==> src/rtl/vram_arbiter.sv <==
// VRAM arbiter: shares one single-port synchronous VRAM between the display
// scan-out fetch (priority) and the CPU bus. A starvation counter forces a CPU
// slot after CPU_WAIT_MAX consecutive denied cycles (0 disables forcing).
// Both requesters see a fixed 3-cycle latency from grant to result.
module vram_arbiter #(
    parameter int unsigned ADDR_W       = 16,
    parameter int unsigned DATA_W       = 16,
    parameter int unsigned CPU_WAIT_MAX = 8
) (
    input  logic              clk,
    input  logic              rst,
    input  logic              disp_req,
    input  logic [ADDR_W-1:0] disp_addr,
    output logic [DATA_W-1:0] disp_data,
    output logic              disp_valid,
    output logic              disp_miss,
    input  logic              cpu_req,
    input  logic              cpu_we,
    input  logic [1:0]        cpu_be,
    input  logic [ADDR_W-1:0] cpu_addr,
    input  logic [DATA_W-1:0] cpu_wdata,
    output logic              cpu_ack,
    output logic [DATA_W-1:0] cpu_rdata,
    output logic [ADDR_W-1:0] mem_addr,
    output logic              mem_we,
    output logic [1:0]        mem_be,
    output logic [DATA_W-1:0] mem_wdata,
    input  logic [DATA_W-1:0] mem_rdata
);

    localparam int unsigned CNT_W = (CPU_WAIT_MAX > 0) ? $clog2(CPU_WAIT_MAX + 1) : 1;
    localparam logic [CNT_W-1:0] WAIT_MAX_C = CNT_W'(CPU_WAIT_MAX);

    typedef enum logic [2:0] {
        C_IDLE,
        C_WAIT,
        C_MEM,
        C_RD,
        C_ACK
    } cpu_state_t;

    cpu_state_t        r_state;
    cpu_state_t        w_state_next;
    logic [CNT_W-1:0]  r_starve_cnt;
    logic              r_cpu_is_rd;
    logic              r_dv1;
    logic              r_dv2;
    logic              r_disp_valid;
    logic              r_disp_miss;
    logic [DATA_W-1:0] r_disp_data;
    logic [DATA_W-1:0] r_cpu_rdata;
    logic [ADDR_W-1:0] r_mem_addr;
    logic              r_mem_we;
    logic [1:0]        r_mem_be;
    logic [DATA_W-1:0] r_mem_wdata;

    logic w_cpu_elig;
    logic w_force;
    logic w_cpu_gnt;
    logic w_disp_gnt;

    // Grant decision and CPU FSM next state.
    always_comb begin
        w_cpu_elig   = ((r_state == C_IDLE) || (r_state == C_WAIT)) && cpu_req;
        w_force      = (CPU_WAIT_MAX != 0) && (r_starve_cnt == WAIT_MAX_C);
        w_cpu_gnt    = w_cpu_elig && (!disp_req || w_force);
        w_disp_gnt   = disp_req && !w_cpu_gnt;
        w_state_next = r_state;
        case (r_state)
            C_IDLE:  if (w_cpu_gnt) w_state_next = C_MEM;
                     else if (cpu_req) w_state_next = C_WAIT;
            // A dropped request (protocol violation) returns to idle rather than hang.
            C_WAIT:  if (w_cpu_gnt) w_state_next = C_MEM;
                     else if (!cpu_req) w_state_next = C_IDLE;
            C_MEM:   w_state_next = C_RD;
            C_RD:    w_state_next = C_ACK;
            C_ACK:   w_state_next = C_IDLE;
            default: w_state_next = C_IDLE;
        endcase
    end

    // CPU FSM state, starvation counter and CPU read-data capture.
    always_ff @(posedge clk or posedge rst) begin
        if (rst) begin
            r_state      <= C_IDLE;
            r_starve_cnt <= '0;
            r_cpu_is_rd  <= 1'b0;
            r_cpu_rdata  <= '0;
        end else begin
            r_state <= w_state_next;
            if (w_cpu_gnt) begin
                r_starve_cnt <= '0;
                r_cpu_is_rd  <= !cpu_we;
            end else if (w_cpu_elig && (r_starve_cnt != WAIT_MAX_C)) begin
                r_starve_cnt <= r_starve_cnt + 1'b1;
            end
            if ((r_state == C_RD) && r_cpu_is_rd) begin
                r_cpu_rdata <= mem_rdata;
            end
        end
    end

    // VRAM access registers; address/enables hold when nobody is granted.
    always_ff @(posedge clk or posedge rst) begin
        if (rst) begin
            r_mem_addr  <= '0;
            r_mem_we    <= 1'b0;
            r_mem_be    <= 2'b00;
            r_mem_wdata <= '0;
        end else if (w_cpu_gnt) begin
            r_mem_addr  <= cpu_addr;
            r_mem_we    <= cpu_we;
            r_mem_be    <= cpu_we ? cpu_be : 2'b11;
            r_mem_wdata <= cpu_wdata;
        end else if (w_disp_gnt) begin
            r_mem_addr <= disp_addr;
            r_mem_we   <= 1'b0;
            r_mem_be   <= 2'b11;
        end else begin
            r_mem_we <= 1'b0;
        end
    end

    // Display return pipeline: grant -> mem cycle -> rdata -> registered pixel.
    always_ff @(posedge clk or posedge rst) begin
        if (rst) begin
            r_dv1        <= 1'b0;
            r_dv2        <= 1'b0;
            r_disp_valid <= 1'b0;
            r_disp_miss  <= 1'b0;
            r_disp_data  <= '0;
        end else begin
            r_dv1        <= w_disp_gnt;
            r_dv2        <= r_dv1;
            r_disp_valid <= r_dv2;
            r_disp_miss  <= w_cpu_gnt && disp_req;
            if (r_dv2) begin
                r_disp_data <= mem_rdata;
            end
        end
    end

    assign disp_data  = r_disp_data;
    assign disp_valid = r_disp_valid;
    assign disp_miss  = r_disp_miss;
    assign cpu_ack    = (r_state == C_ACK);
    assign cpu_rdata  = r_cpu_rdata;
    assign mem_addr   = r_mem_addr;
    assign mem_we     = r_mem_we;
    assign mem_be     = r_mem_be;
    assign mem_wdata  = r_mem_wdata;

endmodule

==> config.mk <==
export PLATFORM = sky130hd
export DESIGN_NAME = vram_arbiter
export DESIGN_NICKNAME = d
export VERILOG_FILES = /design/src/rtl/vram_arbiter.sv
export SDC_FILE = /design/constraint.sdc
export NUM_CORES = 1
export LEC_CHECK = 0
export CAP_MARGIN = 5
export CORE_MARGIN = 5
export CORE_UTILIZATION = 40
export CTS_BUF_LIST = sky130_fd_sc_hd__clkbuf_16
export DETAILED_ROUTE_END_ITERATION = 8
export PLACE_DENSITY = 0.76
export SYNTH_ARGS = -nofsm -noshare
export SYNTH_HDL_FRONTEND = slang
export SYNTH_SLANG_ARGS = --single-unit
export TNS_END_PERCENT = 5
==> constraint.sdc <==
create_clock -name clk -period 3.4 [get_ports clk]
set_clock_uncertainty 0.15 [all_clocks]
set_input_delay 0.68 -clock clk [delete_from_list [all_inputs] [get_ports clk]]
set_output_delay 0.68 -clock clk [all_outputs]
set_load 0.05 [all_outputs]
==> results of run 1 <==
## final cells by class
type / count / area, µm² / share of cell area [%]
clock buffer: 9 / 225 / 4.37
multi-input combinational: 134 / 1260 / 24.5
timing repair buffer: 144 / 1440 / 28.0
inverter: 6 / 23.8 / 0.461
tap: 105 / 131 / 2.55
clock inverter: 7 / 87.6 / 1.70
sequential: 79 / 1980 / 38.4
## path summary, 6_finish.rpt
check,from,end,slack [ns],cells after the start
max,r_state[2]$_DFFE_PP0P_,cpu_ack,0.77,2
min,r_dv1$_DFF_PP0_,r_dv2$_DFF_PP0_,0.20,0
max reg2reg,r_state[1]$_DFFE_PP0P_,mem_addr[8]$_DFFE_PP0P_,1.28,4
min reg2reg,r_dv1$_DFF_PP0_,r_dv2$_DFF_PP0_,0.20,0
max in group asynchronous,rst,mem_addr[4]$_DFFE_PP0P_,2.12,3
min in group asynchronous,rst,mem_addr[1]$_DFFE_PP0P_,0.58,3
## layout by cell type (no fill, tap or decap), types with 2 or more instances in the layout
master             n
inv_1              5
nor2_1             2
dfrtp_1           79
o21ai_0            2
nand2_1            5
bufinv_16          2
o221a_2           16
clkdlybuf4s50_1  140
clkbuf_16          9
ha_1               2
or3_1             16
nand3_1            3
nor3_1             3
nor3b_1            3
mux2_2            64
clkinv_1           3
a31oi_1            2
buf_4              3
## cells by family after synthesis
family | after synthesis | synth area share, %
adder cells (fa/ha/maj) | 2 | 0.742
AO/OA/AOI/OAI | 25 | 7.57
buffers and inverters | 21 | 3.89
multiplexers | 65 | 21.7
AND/OR/NAND/NOR | 42 | 7.53
flip-flops | 79 | 58.6
## power breakdown
part | internal, mW | total [mW] | switching (mW)
Combinational | 1.03 | 2.64 | 1.61
Clock | 0.636 | 0.996 | 0.360
Sequential | 1.29 | 1.50 | 0.203
Total | 2.96 | 5.13 | 2.17
## registers in the layout, summed over array words and instances, names as in the netlist
register,flops
r_starve_cnt,4
r_dv1,1
cpu_rdata,16
disp_data,16
mem_be,2
mem_we,1
mem_addr,16
mem_wdata,16
disp_valid,1
disp_miss,1
r_cpu_is_rd,1
r_dv2,1
r_state,3
## per-stage QoR
step / area (µm²) / power [mW] / util, % / cells / hold WS, ns
floorplan: 3370 / 3.32 / - / 234 / 0.181
global placement: 4840 / 4.13 / 58.9 / 468 / 0.187
detailed placement: 4840 / 4.18 / 58.9 / 468 / 0.189
CTS: 5150 / 5.19 / 62.7 / 484 / 0.202
global route: 5150 / 5.38 / 62.7 / 484 / 0.202
finish: 5150 / 5.13 / 62.7 / 484 / 0.200
## per-layer routing
| metal | wire (µm) | vias up | share of wire [%] |
|---|---|---|---|
| li1 | - | 1141 | - |
| met1 | 3330 | 1209 | 41 |
| met2 | 4090 | 78 | 51 |
| met3 | 557 | 8 | 6.9 |
| met4 | 108 | 0 | 1.3 |
| met5 | 0 | - | 0 |
==> results.cfg, run 1 <==
[outcome]
outcome = finished, final reports clean

[timing]
fin_tns_setup_ns = 0
timing.fmax_mhz = 380
setup_viol = 0
hold_viol_final = 0
relSlewSlack_pct = 51.4
finalWorstSetupSlack_ns = 0.766
worstMarginPinSlew_ns = 0.727
period_share_pct = 77.5
grt_setup_unrepaired = false
min_period_ns = 2.63
maxSlewViolCount = 0

[floorplanning]
start_util_pct = 41.1
rows = 33
die-height_um = 102
core_area_mm2 = 0.00822
die_w_um = 102
die_area_mm2 = 0.0104
io_pins = 141

[route]
drcViolationCount = 0
wl_per_cell_um = 16.7
final_antenna_net_count = 0
drt_iter0_drc = 71
vias_per_cell = 5.03
dr_total_vias = 2436
finalWirelength_mm = 8.09
drt_pass1_iterations = 4

[finish]
area_growth_pct = 52.8
finalNetCount = 447
num_antenna_cells = 0
fillers = 666
layout-drive-gt1-share_pct = 26.9

[setup_path]
crit_slowest_cell = clkdlybuf4s50_1
crit_path_end_kind = primary output
cp-start-kind = flop
path_delay_family = buffers and inverters
required_ns = 2.57
crit_type = flop to primary output
crit_buf_inv = 1
path_cells = nor3b_1 > clkdlybuf4s50_1
max_stage_delay_ns = 0.85
cp.arrival_ns = 1.80
crit_fanout = 6

[placed_design]
numPortBuffers = 140
routabilityCongestion = 0.714
dpl.hpwl_mm = 5.88
post-place-ws_ns = 0.582

[clock_network]
clock_sinks = 79
clockRootBuffer = clkbuf_16
cts_setup_buffers = 0
cts_buffers = 9
cts_tree = built
cts-hold-fix-buffers = 0
clk_pin_slew_ns = 0.06
insertion_delay_ns = 0.32
cts_resized = 0
clk_path_buf_depth = 2
cts_max_level = 3

[grt]
globalRouteMet3Util_pct = 4.23
top_usage_layer = met2
grt_max_degree = 80
grt_first_pass_wirelength_mm = 13.1
gr-usage-met2_pct = 26.9
grtUsageMet1_pct = 20.5
track_usage_pct = 16.2
grt_overflow = 0
grt_pass1_vias = 2610
antenna_found_initial = 0

[yosys]
syn_nets = 307
synthFlopType = dfrtp_1
ys_top_cells_by_count = 79 x dfrtp_1, 64 x mux2_2, 16 x o221a_2, 16 x or3_1, 7 x clkbuf_1
avgSynthCellArea_um2 = 14.4
yosysUniqueCellTypes = 35
synth_top_area_share_pct = 58.6
yosysMostFrequentCell = dfrtp_1
synth-edff-count = 0
ys_async_sr_fraction_pct = 100
synth_area_leader_cell = dfrtp_1
syn_inst = 234
ys_warn_count = 0
synth_seq_area_share_pct = 58.6
synthTopCellsByArea = dfrtp_1 59%, mux2_2 21%, o221a_2 5.3%
ys_ff_latch = 79
syn_area_mm2 = 0.00337

[power]
power_density_mw_per_mm2 = 996
leakagePower_nw = 2.07
ir_drop_mv = 0.595

[hold_path]
min_path_type = flop to flop

[job]
maxCapViolCount = 0
Note: power is estimated with default switching activity, not from simulation.
==> run 2: changes to the inputs <==
- CORE_UTILIZATION: 40 -> 39
- PLACE_DENSITY: 0.76 -> 0.77
- clock period: 3.4 -> 2.11 ns (I/O delays scaled with it)
==> run 2 against run 1 <==
Against the previous run: register-to-register slack lost 1.1 ns; sequential power grew 60%; clock power grew 50%; via count grew 0.41%; final area grew 2.9%; count of clock-buffer cells in the layout is the same; combinational power grew 67%; global-route usage shrank 0.54 points; worst setup slack lost 0.73 ns; first-iteration DRC count shrank 38%; largest power group unchanged; highest routed layer unchanged.
==> results.cfg, run 2 (synthesis gave the netlist of run 1 again) <==
[hold_path]
min_to = r_dv2$_DFF_PP0_
hold_start = r_dv1$_DFF_PP0_
holdPathStages = 0
min_path_type = flop to flop

[finish]
layout-drive-gt1-share_pct = 31.5
final_common_cell = clkdlybuf4s50_1
num_antenna_cells = 0
stdcell_count = 499
final_cell_mix = 126 x clkdlybuf4s50_1, 79 x dfrtp_1, 64 x mux2_2
finalNetCount = 459
fillers = 671
area_growth_pct = 57.2

[placed_design]
numPortBuffers = 140
routabilityCongestion = 0.745
dpl.hpwl_mm = 6.18
place_inst = 483

[clock_network]
cts_buffers = 9
clk_pin_slew_ns = 0.05
cts_tree = built
cts_max_level = 3
clock_sinks = 79
clockRootBuffer = clkbuf_16
clk_path_buf_depth = 2
insertion_delay_ns = 0.32
cts_setup_buffers = 0

[setup_path]
crit_slowest_cell = clkdlybuf4s50_1
path_cells = clkdlybuf4s50_1
path_delay_family = buffers and inverters
max_stage_delay_ns = 0.82
cp-start-kind = flop
crit_buf_inv = 1
required_ns = 1.54
r2r_cells = 4
crit_path_end_kind = primary output
crit_fanout = 2
reg2reg_from = r_state[2]$_DFFE_PP0P_
rr_endpoint = mem_addr[1]$_DFFE_PP0P_
crit_type = flop to primary output
cp.arrival_ns = 1.50
rrSetupSlack_ns = 0.18

[power]
swShare_pct = 42.6
pwr-share-clk_pct = 17.9
ir_drop_mv = 0.861
pwr-share-seq_pct = 29.0
switching_power_mw = 3.53
power_density_mw_per_mm2 = 1560
power.internal_mw = 4.75
total_power_mw = 8.28
p_comb_share_pct = 53.1
leakagePower_nw = 2.20

[route]
drt_pass1_iterations = 4
vias_per_cell = 4.90
drcViolationCount = 0
finalWirelength_mm = 8.16
final_antenna_net_count = 0
drt_iter0_drc = 44
wl_per_cell_um = 16.4
dr_total_vias = 2446

[timing]
grt_setup_unrepaired = false
period_share_pct = 98.3
maxSlewViolCount = 0
hold_viol_final = 0
min_period_ns = 2.07
worstMarginPinSlew_ns = 0.537
relSlewSlack_pct = 64.1
timing.fmax_mhz = 482
setup_viol = 0

[floorplanning]
die_w_um = 103
rows = 34
die-height_um = 103
io_pins = 141
core_area_mm2 = 0.00859
start_util_pct = 39.3
die_area_mm2 = 0.0106

[grt]
grt_max_degree = 45
antenna_found_initial = 0
grt_pass1_vias = 2594
grt_overflow = 0
track_usage_pct = 15.7
grt_first_pass_wirelength_mm = 13.0

[outcome]
outcome = finished, final reports clean

[job]
maxCapViolCount = 0
==> run 2: cell types whose count changed in the layout (fill, tap and decap cells not counted) <==
cell and change:
clkdlybuf4s50_1 -14, buf_4 +13, dlymetal6s2s_1 +7, buf_12 +6
clkinv_1 -3, clkinv_2 +2, bufinv_16 -1, clkinvlp_4 +1
inv_1 +1
==> run 2: timing repair <==
action | CTS | global route
resized for setup | 0 | 7
setup endpoints to repair | 0 | 7
hold buffers | 0 | 0
==> run 2: metal layers <==
| metal | global-route usage, % | vias up | part of all wire, % |
|---|---|---|---|
| li1 | - | 1163 | - |
| met1 | 19.9 | 1206 | 41 |
| met2 | 25.9 | 70 | 51 |
| met3 | 4.33 | 7 | 7.4 |
| met4 | 5.08 | 0 | 0.88 |
| met5 | 0 | - | 0 |
==> run 2: power groups by stage <==
stage | combinational, mW | sequential (mW) | clock [mW]
after floorplan | 1.19 | 4.16 | 0
after global placement | 4.37 | 2.40 | 0
after detailed placement | 4.44 | 2.43 | 0
after CTS | 4.45 | 2.41 | 1.52
after global routing | 4.62 | 2.48 | 1.60
final | 4.40 | 2.40 | 1.49
==> run 2: worst max-delay path by stage <==
| stage | startpoint | end | slack [ns] | cells past startpoint |
|---|---|---|---|---|
| floorplan | r_state[1]$_DFFE_PP0P_ | cpu_ack | -0.02 | 1 |
| global placement | cpu_req | r_starve_cnt[3]$_DFFE_PP0P_ | -0.24 | 5 |
| detailed placement | cpu_req | mem_addr[9]$_DFFE_PP0P_ | -0.27 | 5 |
| CTS | cpu_rdata[11]$_DFFE_PP0P_ | cpu_rdata[11] | 0.01 | 1 |
| global route | cpu_rdata[11]$_DFFE_PP0P_ | cpu_rdata[11] | 0.00005 | 1 |
| finish | cpu_rdata[11]$_DFFE_PP0P_ | cpu_rdata[11] | 0.04 | 1 |
==> run 2: area by class of cell <==
| cell class | count | area [µm²] | area share [%] |
|---|---|---|---|
| Clock buffer | 9 | 225 | 4.25 |
| Clock inverter | 7 | 65.1 | 1.23 |
| Inverter | 6 | 26.3 | 0.496 |
| Multi-Input combinational cell | 134 | 1260 | 23.9 |
| Sequential cell | 79 | 1980 | 37.3 |
| Tap cell | 108 | 135 | 2.55 |
| Timing Repair Buffer | 156 | 1610 | 30.3 |
==> run 2: stage by stage <==
step / TNS [ns] / setup WS, ns / hold slack (ns) / utilization (%) / area [µm²]
3_5_place_dp: -8.03 / -0.272 / 0.187 / 58.1 / 4990
3_3_place_gp: -7.17 / -0.236 / 0.187 / 58.1 / 4990
6_report: 0 / 0.0368 / 0.197 / 61.7 / 5300
2_1_floorplan: -0.0214 / -0.0214 / 0.181 / - / 3380
4_1_cts: 0 / 0.0138 / 0.200 / 61.5 / 5290
5_1_grt: 0 / 0.0000535 / 0.219 / 61.7 / 5300
==> run 3: changes to the inputs <==
- CAP_MARGIN: 5 -> default
==> results of run 3 <==
Same layout as run 2: the final DEF is identical, and so are final timing and power.
